[src/rtl/break_output_gate.sv]
// Timer output stage: main-output-enable state machine, break blanking, idle levels,
// automatic re-arm and latched break flag. All outputs are registered from the next state.
module break_output_gate #(
   parameter int unsigned CH_NUM = 3,
   parameter int unsigned DT_W   = 8
) (
   input  logic              pe_gen_clk,
   input  logic              pe_gen_rst,
   input  logic              fault_detected,
   input  logic              update_event,
   input  logic              r_moe_set,
   input  logic              r_moe_clr,
   input  logic              r_aoe,
   input  logic              r_ossi,
   input  logic [CH_NUM-1:0] r_ois,
   input  logic [CH_NUM-1:0] r_oisn,
   input  logic [DT_W-1:0]   r_bdt,
   input  logic              r_bie,
   input  logic              r_bif_clr,
   input  logic [CH_NUM-1:0] pwm_oc,
   input  logic [CH_NUM-1:0] pwm_ocn,
   output logic [CH_NUM-1:0] advtmr_oc,
   output logic [CH_NUM-1:0] advtmr_ocn,
   output logic [CH_NUM-1:0] advtmr_oc_oen,
   output logic              moe,
   output logic              bif,
   output logic              int_status_break
);

   typedef enum logic [1:0] {S_OFF, S_RUN, S_BRK_DT, S_BRK_IDLE} state_t;

   state_t          state;
   state_t          state_nx;
   logic [DT_W-1:0] cnt;
   logic            in_brk;
   logic            set_ok;
   logic            rearm;
   logic            brk_entry;
   logic            bif_nx;

   // Next state; fault entry outranks everything, clear outranks set.
   always_comb begin
      state_nx  = state;
      in_brk    = (state == S_BRK_DT) || (state == S_BRK_IDLE);
      set_ok    = r_moe_set & ~r_moe_clr & ~fault_detected;
      rearm     = set_ok | (r_aoe & update_event & ~r_moe_clr & ~fault_detected);
      if (fault_detected && !in_brk) begin
         state_nx = (r_bdt != '0) ? S_BRK_DT : S_BRK_IDLE;
      end else begin
         case (state)
            S_BRK_DT:   if (cnt <= DT_W'(1)) state_nx = S_BRK_IDLE;
            S_BRK_IDLE: if (rearm)           state_nx = S_RUN;
            S_OFF:      if (set_ok)          state_nx = S_RUN;
            S_RUN:      if (r_moe_clr)       state_nx = S_OFF;
            default:                         state_nx = S_OFF;
         endcase
      end
      brk_entry = !in_brk && ((state_nx == S_BRK_DT) || (state_nx == S_BRK_IDLE));
      bif_nx    = brk_entry | (bif & ~r_bif_clr);
   end

   // State, blanking counter and output registers driven from the next state.
   always_ff @(posedge pe_gen_clk) begin
      if (pe_gen_rst) begin
         state            <= S_OFF;
         cnt              <= '0;
         advtmr_oc        <= '0;
         advtmr_ocn       <= '0;
         advtmr_oc_oen    <= '0;
         moe              <= 1'b0;
         bif              <= 1'b0;
         int_status_break <= 1'b0;
      end else begin
         state            <= state_nx;
         bif              <= bif_nx;
         int_status_break <= bif_nx & r_bie;
         if (state_nx == S_BRK_DT && state != S_BRK_DT) begin
            cnt <= r_bdt;
         end else if (state == S_BRK_DT) begin
            cnt <= cnt - DT_W'(1);
         end
         case (state_nx)
            S_RUN: begin
               advtmr_oc     <= pwm_oc;
               advtmr_ocn    <= pwm_ocn;
               advtmr_oc_oen <= '1;
               moe           <= 1'b1;
            end
            S_BRK_DT: begin
               advtmr_oc     <= '0;
               advtmr_ocn    <= '0;
               advtmr_oc_oen <= '1;
               moe           <= 1'b0;
            end
            default: begin
               advtmr_oc     <= r_ossi ? r_ois  : '0;
               advtmr_ocn    <= r_ossi ? r_oisn : '0;
               advtmr_oc_oen <= r_ossi ? '1     : '0;
               moe           <= 1'b0;
            end
         endcase
      end
   end

endmodule

[config.mk]
export PLATFORM = sky130hd
export DESIGN_NAME = break_output_gate
export DESIGN_NICKNAME = d
export VERILOG_FILES = /design/src/rtl/break_output_gate.sv
export SDC_FILE = /design/constraint.sdc
export NUM_CORES = 1
export LEC_CHECK = 0
export CAP_MARGIN = 0
export CORE_MARGIN = 2
export CORE_UTILIZATION = 25
export DETAILED_ROUTE_END_ITERATION = 8
export HOLD_SLACK_MARGIN = 0.05
export SETUP_SLACK_MARGIN = 0.1
export SYNTH_ARGS = -nofsm -noshare
export SYNTH_HDL_FRONTEND = slang
export SYNTH_SLANG_ARGS = --single-unit
[constraint.sdc]
create_clock -name pe_gen_clk -period 3 [get_ports pe_gen_clk]
set_input_delay 0.45 -clock pe_gen_clk [delete_from_list [all_inputs] [get_ports pe_gen_clk]]
set_output_delay 0.45 -clock pe_gen_clk [all_outputs]
set_load 0.05 [all_outputs]
======== Word-level counts from Yosys, hierarchy flattened ========
Cells that the tools add are included.
word-level totals
  flip-flop bits (word level) ............. 22
  output and inout port bits .............. 12
  word-level logic and storage cells ...... 55
cells by class
  $add $sub $neg .......................... 1
  $lt $le $gt $ge ......................... 1
  equality and inequality tests ........... 7
  multiplexer cells ....................... 16
  bitwise operators ....................... 12
  reductions and logical operators ........ 10
operator list
  cell                   count
  $mux W8                2
  $mux W3                4
  $pmux W3 S2            2
  $mux W2                5
  $eq A2 B2 Y1 const B   4
  $le A8 B1 Y1 const B   1
  $pmux W2 S4            1
  $reduce_bool A8 Y1     1
  $sub A8 B1 Y8 const B  1
  $and A1 B1 Y1          7
  $eq A2 B1 Y1 const B   2
  $logic_and A1 B1 Y1    3
  $not A1 Y1             3
  $logic_not A2 Y1       1
  $logic_or A1 B1 Y1     2
  $mux W1                2
  $ne A2 B2 Y1 const B   1
  $or A1 B1 Y1           2
  $reduce_bool A2 Y1     1
  $reduce_or A2 Y1       1
  $logic_not A1 Y1       1

======== Logic depth before layout (Yosys ltp) ========
Gate-level depths: netlist of the first run.
  word-level depth ........................ 12
  depth in mapped cells ................... 10
  mapped depth without buffers ............ 10

======== Least setup slack after synthesis of the first run ========
OpenSTA, ideal clock, no wires.
  path kind ............................... register to register
  start point ............................. register cnt[2]
  end point ............................... register advtmr_oc[0]
  setup time .............................. 129 ps
  arrival ................................. 2149 ps
  required time ........................... 2871 ps
  slack ................................... 723 ps
  cell stages (with the launch flop) ...... 9
  path buffers ............................ 1
  period minus slack after synthesis ...... 2277 ps
  cell sequence ........................... dfxtp_1 -> or4_4 -> o41ai_2 -> a32oi_1 -> ha_1 -> clkbuf_1 -> nor2b_1 -> a32oi_1 -> nor2_1
on the way
  word-level cells in the longest chain between the ends .. 6
  elaborated cells between the ends (all ways) .. 7
RTL lines
  what                                          line  RTL
  from (decl)                                   34    logic [DT_W-1:0] cnt;
  from (signal assigned)                        78    cnt <= r_bdt;
  from (signal assigned)                        80    cnt <= cnt - DT_W'(1);
  $le A8 B1 Y1 *                                51    S_BRK_DT: if (cnt <= DT_W'(1)) state_nx = S_BRK_IDLE;
  $mux W2 *                                     51
  $pmux W2 S4 *                                 50    case (state)
  $mux W2 *                                     47    if (fault_detected && !in_brk) begin
  $eq A2 B2 Y1 or $eq A2 B1 Y1 (tied branches)  82    case (state_nx)
  $pmux W3 S2 *                                 82
  to (signal assigned)                          84    advtmr_oc <= pwm_oc;
  to (signal assigned)                          96    advtmr_oc <= r_ossi ? r_ois : '0;
  to (decl)                                     22    output logic [CH_NUM-1:0] advtmr_oc,
Every way passes the cells marked *; elsewhere a longest branch is shown, timed or not.
A chain may end at the register's enable or synchronous reset.

======== Worst setup path in the final report of the first run ========
  start point ............................. input r_moe_set
  end point ............................... register advtmr_ocn[2]
on the way
  word-level cells in the longest chain between the ends .. 8
  elaborated cells between the ends (all ways) .. 10
RTL lines
  what                                          line  RTL
  from (decl)                                   11    input logic r_moe_set,
  $and A1 B1 Y1 * (2 in series)                 45    set_ok = r_moe_set & ~r_moe_clr & ~fault_detected;
  $or A1 B1 Y1                                  46    rearm = set_ok | (r_aoe & update_event & ~r_moe_clr & ~fault_detected);
  $mux W2                                       52    S_BRK_IDLE: if (rearm) state_nx = S_RUN;
  $pmux W2 S4 *                                 50
  $mux W2 *                                     47
  via state_nx[1]                               33    state_t state_nx;
  $eq A2 B2 Y1 or $eq A2 B1 Y1 (tied branches)  82
  $pmux W3 S2 *                                 82
  to (signal assigned)                          85    advtmr_ocn <= pwm_ocn;
  to (signal assigned)                          97    advtmr_ocn <= r_ossi ? r_oisn : '0;
  to (decl)                                     23    output logic [CH_NUM-1:0] advtmr_ocn,
Mark *: on every way through the listed nets, which the timed path passes. The rest lies on a longest branch.

==> results of run 1 <==
cells in the final DEF, fill, tap and decap left out, types with 4 or more instances in the layout:
master and count:
a32oi_1 6, clkdlybuf4s50_1 41, nand2_1 4, dfxtp_1 20, ha_1 5, nor2_1 15
inv_1 7, a21oi_1 9, a211oi_1 4
logic make-up after synthesis:
| family | after synthesis | share of synthesized area (%) |
|---|---|---|
| AND/OR/NAND/NOR | 46 | 26.1 |
| AO/OA/AOI/OAI | 31 | 22.3 |
| flip-flops | 20 | 40.1 |
| buffers and inverters | 12 | 5.26 |
| adder cells (fa/ha/maj) | 5 | 6.27 |
Yosys cell counts (all sizes together):
library cell	instances	area, um^2
nor2	16	62.6
o211ai	1	7.51
o21bai	1	7.51
nor3	2	10.0
nor4	3	18.8
nand2	4	15.0
a21oi	9	45.0
nand2b	2	12.5
a31oi	2	12.5
dfxtp	20	400
and2b	1	7.51
inv	7	26.3
buf	2	15.0
o211a	1	10.0
or3b	1	8.76
and2	2	12.5
o31ai	2	15.0
ha	5	62.6
nor2b	2	12.5
a311oi	1	8.76
or4	1	11.3
clkbuf	3	11.3
o21ai	2	10.0
nand3	3	15.0
or3	2	12.5
nand3b	3	22.5
and3	1	6.26
a211oi	4	30.0
nand4b	1	8.76
a22oi	1	7.51
a32oi	6	52.6
o41ai	1	16.3
nor4b	2	23.8
flip-flops by register name, indices dropped and copies added, names as in the netlist:
signal,count
state,2
int_status_break,1
advtmr_oc_oen,1
moe,1
cnt,8
bif,1
advtmr_oc,3
advtmr_ocn,3
final timing paths:
kind,from,end,depth (start not counted)
setup / recovery,r_moe_set,advtmr_ocn[2],9
hold / removal,bif,bif,2
hold reg to reg,bif,bif,2
setup reg to reg,cnt[2],advtmr_ocn[2],7
cell type report:
type | instances | share of cell area (%)
Inverter | 7 | 1.74
Timing Repair Buffer | 41 | 27.1
Clock inverter | 1 | 1.98
Sequential cell | 20 | 26.4
Multi-Input combinational cell | 82 | 36.0
Tap cell | 48 | 3.97
Clock buffer | 3 | 2.73
through the flow:
| step | cell area [um^2] | hold slack (ns) | instances | power [W] |
|---|---|---|---|---|
| 3_3_place_gp | 1440 | 0.492 | 198 | 0.000564 |
| 6_report | 1510 | 0.503 | 202 | 0.000840 |
| 3_5_place_dp | 1440 | 0.490 | 198 | 0.000569 |
| 4_1_cts | 1510 | 0.502 | 202 | 0.000841 |
| 5_1_grt | 1510 | 0.544 | 202 | 0.000884 |
| 2_1_floorplan | 998 | 0.473 | 114 | 0.000477 |
worst reg2reg max path, delay by kind of cell (launching register included):
family          cells  cell delay, ns
flops               1            0.39
compound gates      3            0.53
simple gates        3            1.04
fa+ha+maj           1            0.46
report_power, final:
part / total [W] / internal [W] / switching, W
Clock: 0.000277 / 0.000178 / 0.0000983
Sequential: 0.000320 / 0.000292 / 0.0000274
Combinational: 0.000244 / 0.000111 / 0.000132
layer usage:
layer	track usage [%]	up-vias	routed length (um)
met4	8.16	0	71
met3	3.00	7	133
met1	16.3	437	1260
met2	19.7	35	1240
li1	-	497	-
met5	0	-	0
==> metrics.yaml, run 1 <==
pwr:
  p_per_area_nw_per_um2: 555
  leakagePower_nw: 0.561
  irDropWorstVdd_mv: 0.161
finish:
  drive_above_1_share_pct: 5.84
  diodes: 0
  fin_util_pct: 40.4
  multiInputGateArea_um2: 546
  num-fill-cells: 388
  area_growth_pct: 51.6
  layout.nets: 190
  ff_latch_area_um2: 400
worst_setup_path:
  worstPathCellList: "clkdlybuf4s50_1, a21oi_1, or3b_2, a21oi_1, inv_1, ha_1, nor2b_1, a32oi_1, nor2_1"
  startpoint_type: "input pin"
  end_kind: "flop"
  crit_buf_inv: 2
  arrival_ns: 2.70
  crit_family: "simple AND/OR/NAND/NOR gates"
  critPathMaxFanout: 9
  r2r_setup_slack_ns: 0.50
  cp_slowest_cell: "clkdlybuf4s50_1"
  max_stage_delay_ns: 0.47
  path_class: "in -> reg"
  critPathRequiredTime_ns: 3.19
  crit_top_cell: "a21oi_1"
clocking:
  cts.sinks: 20
  cts.reportedPaths.clkPinSlew_ns: 0.08
  cts_buffers: 3
  ctsHoldBuffers: 0
  clk_path_buf_depth: 2
  cts_setup_buffers: 0
  h-tree-depth: 1
  postCtsResizedCells: 0
  tritoncts: "done"
  root_buffer: "clkbuf_8"
  clkLatencyLatePin_ns: 0.26
logic_synthesis:
  syn-num-nets: 149
  ys.warnings.count: 0
  synth.avg_cell_area_um2: 8.76
  syn_area_um2: 998
  ys_seq_elements: 20
  synth_sequential_area_ratio_pct: 40.1
  synth.distinct_cells: 35
  synth_cells: 114
floorplan:
  io-pin-count: 42
  initial_core_util_pct: 26.7
  die_w_um: 67.2
  die-area_um2: 4520
  core-area_um2: 3740
  fp.dieH_um: 67.2
  rows: 22
timing:
  fin_ws_ns: 0.487
  finalHoldViolCount: 0
  maxSlewViolCount: 0
  rsz0062_at_grt: "no"
  timing.slew.headroom_pct: 53.7
  skew_ns: 0.00415
  worst_pin_slew_ns: 0.692
  fin_setup_tns_ns: 0
  clock.fmax_mhz: 398
  setup_viol: 0
  period_minus_slack_ns: 2.51
  final.period_utilization_pct: 83.8
detailed_routing:
  firstDrtPassIters: 4
  routedWlPerCell_um: 13.4
  vias: 976
  ant_nets: 0
  drt_first_iter_violations: 25
  drc: 0
  routed_via_density: 4.83
  wl_um: 2710
global_routing:
  grt_max_degree: 20
  grt_overflow: 0
  grt_pass1_vias: 972
  antenna_found_initial: 0
  track_usage_pct: 12.9
  grt_pass1_wl_um: 4440
hold_path:
  hold_path_class: "reg -> reg"
placement:
  gp_congestion: 0.768
  pre_cts_slack_ns: 0.229
  io_buffers: 41
  dp_hpwl_um: 2100
outcome:
  run_status: "finished, final reports clean"
flow_run:
  max-cap-violations: 0
Power figures use the tool's default switching activity.
==> run 2, diff against run 1 <==
- clock period: 3 -> 2.6 ns (I/O delays scaled with it)
==> metrics.yaml, run 2 (synthesis results as in run 1) <==
worst_setup_path:
  path_class: "reg -> reg"
  critPathMaxFanout: 8  # -1
  r2r_start: "cnt[3]"
  end_kind: "flop"
  startpoint_type: "flop"
  worst-r2r-cell-count: 7  # unchanged
  critPathRequiredTime_ns: 2.71  # -0.48 ns
  r2r-end: "cnt[5]"
  arrival_ns: 2.47  # -0.23 ns
  r2r_setup_slack_ns: 0.24  # -0.26 ns
  crit_start: "cnt[3]"
detailed_routing:
  wl_met3_um: 112  # -16%
  routedWlPerCell_um: 12.9  # -3.4%
  firstDrtPassIters: 4  # unchanged
  vias: 977  # +0.10%
  routed_via_density: 4.77  # -1.4%
  wl_um: 2650  # -1.9%
  wl_met2_um: 1230  # -0.48%
  drt_first_iter_violations: 36  # +44%
  wl_met1_um: 1240  # -1.3%
  ant_nets: 0  # unchanged
  highest_layer: "met4"
  drc: 0  # unchanged
pwr:
  p_comb_share_pct: 30.5  # +1.5 points
  irDropWorstVdd_mv: 0.209  # +30%
  switching_share_pct: 29.7  # -0.98 points
  p_per_area_nw_per_um2: 628  # +13%
  intPower_w: 0.000679  # +17%
  pwr-share-seq_pct: 37.8  # -0.3 points
  clkPwrFrac_pct: 31.7  # -1.2 points
  leakagePower_nw: 0.575  # +2.5%
  p_switching_w: 0.000287  # +11%
timing:
  maxSlewViolCount: 0  # unchanged
  rsz0062_at_grt: "no"
  finalHoldViolCount: 0  # unchanged
  fin_setup_tns_ns: 0  # unchanged
  skew_ns: 0.00318  # -0.000972 ns
  final.period_utilization_pct: 90.6
  timing.slew.headroom_pct: 51.9  # -1.8 points
  fin_ws_ns: 0.243  # -0.243 ns
  setup_viol: 0  # unchanged
  worst_pin_slew_ns: 0.719  # +0.0267 ns
  clock.fmax_mhz: 424
  period_minus_slack_ns: 2.36
clocking:
  clk_path_buf_depth: 2  # unchanged
  h-tree-depth: 1  # unchanged
  ctsHoldBuffers: 0  # unchanged
  cts.reportedPaths.clkPinSlew_ns: 0.07  # about the same
  cts_buffers: 3  # unchanged
  root_buffer: "clkbuf_8"
  cts.sinks: 20  # unchanged
  clkLatencyLatePin_ns: 0.26  # about the same
  tritoncts: "done"
finish:
  final_cell_mix: "clkdlybuf4s50_1, dfxtp_1, nor2_1, a21oi_1, inv_1"
  final_common_cell: "clkdlybuf4s50_1"
  num-fill-cells: 383  # -1.3%
  reg_top3: "cnt (8), advtmr_oc (3), advtmr_ocn (3)"
  largest_register_ffs: 8  # unchanged
  regMostFlops: "cnt"
  fin_util_pct: 41.1  # +0.67 points
  layout.nets: 193  # +1.6%
  drive_above_1_share_pct: 8.28  # +2.4 points
  stdcell_count: 205  # +1.5%
  area_growth_pct: 54.1
  diodes: 0  # unchanged
floorplan:
  die_w_um: 67.2  # unchanged
  core-area_um2: 3740  # unchanged
  rows: 22  # unchanged
  die-area_um2: 4520  # unchanged
  initial_core_util_pct: 26.7  # unchanged
  io-pin-count: 42  # unchanged
  fp.dieH_um: 67.2  # unchanged
global_routing:
  grt_pass1_wl_um: 4170  # -6.1%
  grt_pass1_vias: 959  # -1.3%
  antenna_found_initial: 0  # unchanged
  track_usage_pct: 12.4  # -0.53 points
  grt_max_degree: 20  # unchanged
  grt_overflow: 0  # unchanged
flow_run:
  max-cap-violations: 0  # unchanged
hold_path:
  hold_path_end: "cnt[7]"
  hold_path_class: "reg -> reg"
  holdPathStages: 2  # unchanged
  min_from: "cnt[7]"
placement:
  pre_cts_slack_ns: 0.0205  # -0.209 ns
  gp_congestion: 0.762  # -0.85%
  dp_hpwl_um: 2050  # -2.4%
  placed_cells: 201  # +1.5%
  io_buffers: 41  # unchanged
outcome:
  run_status: "finished, final reports clean"
==> run 2: cell count changes in the layout (fill, tap and decap cells not counted), sizes merged <==
cell,delta
buf,+3
==> run 2: worst max-delay path, cell delays in order (launching register included) <==
cell	delay (ns)
dfxtp_1	0.37
or4_4	0.56
o41ai_2	0.32
a32oi_1	0.16
ha_2	0.28
and2_1	0.21
a211oi_1	0.24
nor4_1	0.08
==> run 2: how the worst max path moves through the flow <==
stage	end	cells after the start
final	cnt[5]	7
after global routing	advtmr_oc[2]	8
after CTS	cnt[5]	7
after detailed placement	cnt[3]	9
after global placement	cnt[5]	9
after floorplan	advtmr_oc[0]	8
==> run 2: metrics by stage <==
| step | area, um^2 | total power, W | hold slack (ns) |
|---|---|---|---|
| 6_report | 1540 | 0.000966 | 0.515 |
| 5_1_grt | 1540 | 0.00101 | 0.550 |
| 4_1_cts | 1540 | 0.000974 | 0.516 |
| 3_5_place_dp | 1470 | 0.000663 | 0.501 |
| 3_3_place_gp | 1470 | 0.000659 | 0.492 |
| 2_1_floorplan | 998 | 0.000550 | 0.473 |
==> run 2: power groups by stage <==
stage	Sequential, W	Clock (W)	Combinational [W]
final	0.000365	0.000307	0.000294
after detailed placement	0.000372	0	0.000291
after CTS	0.000365	0.000316	0.000293
after global routing	0.000369	0.000328	0.000318
after floorplan	0.000405	0	0.000145
after global placement	0.000370	0	0.000289
==> run 2: layout make-up <==
type	count	area (um^2)	share of cell area, %
timing repair buffer	44	433	28.1
tap	48	60.1	3.90
sequential	20	400	26.0
inverter	7	26.3	1.71
multi-input combinational	82	548	35.6
clock buffer	3	41.3	2.68
clock inverter	1	30.0	1.95
==> run 2: what timing repair did <==
item | in CTS | in global routing
resized for setup | 0 | 1
endpoints found under the setup margin | 0 | 1
buffers inserted | 0 | 0
==> run 2: layer usage <==
metal / global-route usage, % / vias up
met4: 7.65 / 0
met2: 19.6 / 28
met3: 1.00 / 4
li1: - / 502
met5: 0 / -
met1: 16.3 / 443
==> run 3, diff against run 2 <==
- CORE_ASPECT_RATIO: not set -> 1.25
==> metrics.yaml, run 3 (synthesis results as in run 1) <==
pwr:
  p_per_area_nw_per_um2: 623  # -0.71%
  leakagePower_nw: 0.582  # +1.2%
  irDropWorstVdd_mv: 0.271  # +30%
finish:
  final_cell_mix: "clkdlybuf4s50_1, dfxtp_1, nor2_1, a21oi_1, inv_1"
  area_growth_pct: 56.4
  layout.nets: 194  # +0.52%
  drive_above_1_share_pct: 9.49  # +1.2 points
  final_common_cell: "clkdlybuf4s50_1"
  reg_top3: "cnt (8), advtmr_oc (3), advtmr_ocn (3)"
  num-fill-cells: 400  # +4.4%
  regMostFlops: "cnt"
  largest_register_ffs: 8  # unchanged
  diodes: 0  # unchanged
floorplan:
  core-area_um2: 3820  # +1.9%
  io-pin-count: 42  # unchanged
  initial_core_util_pct: 26.2  # -0.51 points
  die-area_um2: 4520  # about the same
  fp.dieH_um: 74.7  # +11%
  die_w_um: 60.5  # -9.9%
  rows: 25  # +14%
clocking:
  cts.reportedPaths.clkPinSlew_ns: 0.08  # about the same
  tritoncts: "done"
  cts_setup_buffers: 0  # unchanged
  h-tree-depth: 1  # unchanged
  postCtsResizedCells: 0  # unchanged
  cts.sinks: 20  # unchanged
  clk_path_buf_depth: 2  # unchanged
  root_buffer: "clkbuf_8"
  cts_buffers: 3  # unchanged
  ctsHoldBuffers: 0  # unchanged
  clkLatencyLatePin_ns: 0.25  # about the same
timing:
  rsz0062_at_grt: "no"
  worst_pin_slew_ns: 0.532  # -0.187 ns
  skew_ns: 0.00161  # -0.00157 ns
  fin_hold_ws_ns: 0.500  # -0.0143 ns
  clock.fmax_mhz: 424  # about the same
  final.period_utilization_pct: 90.6  # about the same
  setup_viol: 0  # unchanged
  finalHoldViolCount: 0  # unchanged
  period_minus_slack_ns: 2.36  # -0.000638 ns
  maxSlewViolCount: 0  # unchanged
  fin_setup_tns_ns: 0  # unchanged
  timing.slew.headroom_pct: 64.4  # +13 points
  fin_ws_ns: 0.244  # +0.000638 ns
worst_setup_path:
  startpoint_type: "flop"
  worst-r2r-cell-count: 8  # +1
  arrival_ns: 2.55  # +0.08 ns
  end_kind: "flop"
  critPathRequiredTime_ns: 2.79  # +0.08 ns
  path_class: "reg -> reg"
  critPathMaxFanout: 7  # -1
detailed_routing:
  drc: 0  # unchanged
  wl_um: 2650  # -0.15%
  routedWlPerCell_um: 12.5  # -3.4%
  vias: 1006  # +3.0%
  ant_nets: 0  # unchanged
  routed_via_density: 4.75  # -0.43%
  drt_first_iter_violations: 13  # -64%
  firstDrtPassIters: 4  # unchanged
global_routing:
  grt_pass1_wl_um: 4160  # -0.17%
  grt_overflow: 0  # unchanged
  track_usage_pct: 12.1  # -0.30 points
  antenna_found_initial: 0  # unchanged
  grt_max_degree: 13  # -35%
  grt_pass1_vias: 977  # +1.9%
flow_run:
  max-cap-violations: 0  # unchanged
placement:
  gp_congestion: 0.841  # +10%
  dp_hpwl_um: 2110  # +2.9%
  pre_cts_slack_ns: 0.00679  # -0.0137 ns
  io_buffers: 41  # unchanged
hold_path:
  holdPathStages: 2  # unchanged
  hold_path_class: "reg -> reg"
outcome:
  run_status: "finished, final reports clean"
## run 3: cell types whose count changed in the layout (fill, tap and decap cells not counted)
cell / previous run / this run
a32oi_2: 0 / 1
buf_4: 3 / 4
a32oi_1: 6 / 5
## run 3: metrics by stage
stage	cells	utilization (%)	area (um^2)	power [W]
floorplan	114	-	998	0.000550
global placement	208	38.8	1480	0.000661
detailed placement	208	38.8	1480	0.000665
CTS	212	40.7	1550	0.000978
global route	212	40.9	1560	0.00102
finish	212	40.9	1560	0.000973
## run 3: final cells by class
type / count / area [um^2] / area share, %
Inverter: 7 / 26.3 / 1.68
Tap cell: 54 / 67.6 / 4.33
Timing Repair Buffer: 45 / 440 / 28.2
Sequential cell: 20 / 400 / 25.6
Clock inverter: 1 / 30.0 / 1.92
Multi-Input combinational cell: 82 / 556 / 35.6
Clock buffer: 3 / 41.3 / 2.64
## run 3: worst max-delay path, stage by stage, from the launching register on
cell	delay (ns)
dfxtp_1	0.37
or4_4	0.56
o41ai_2	0.36
a32oi_2	0.14
inv_1	0.12
ha_1	0.21
nor2b_1	0.33
a32oi_1	0.10
nor2_1	0.10
## run 3: power breakdown
group / total (W) / switching [W] / internal (W)
Combinational: 0.000297 / 0.000159 / 0.000138
Sequential: 0.000364 / 0.0000269 / 0.000337
Clock: 0.000312 / 0.000106 / 0.000205
Total: 0.000973 / 0.000292 / 0.000681
## run 3: path summary, 6_finish.rpt
check	start	end	slack, ns
worst max register to register	cnt[3]	advtmr_oc[0]	0.24
worst max-delay path	cnt[3]	advtmr_oc[0]	0.24
worst min register to register	bif	bif	0.50
worst min-delay path	bif	bif	0.50
## run 3: routing by layer
metal,vias up,part of all wire [%],track usage (%),wire (um)
met3,0,7.6,3.78,202
met1,464,42,14.1,1120
li1,509,-,-,-
met4,0,0,2.66,0
met2,33,50,21.5,1330
met5,-,0,0,0
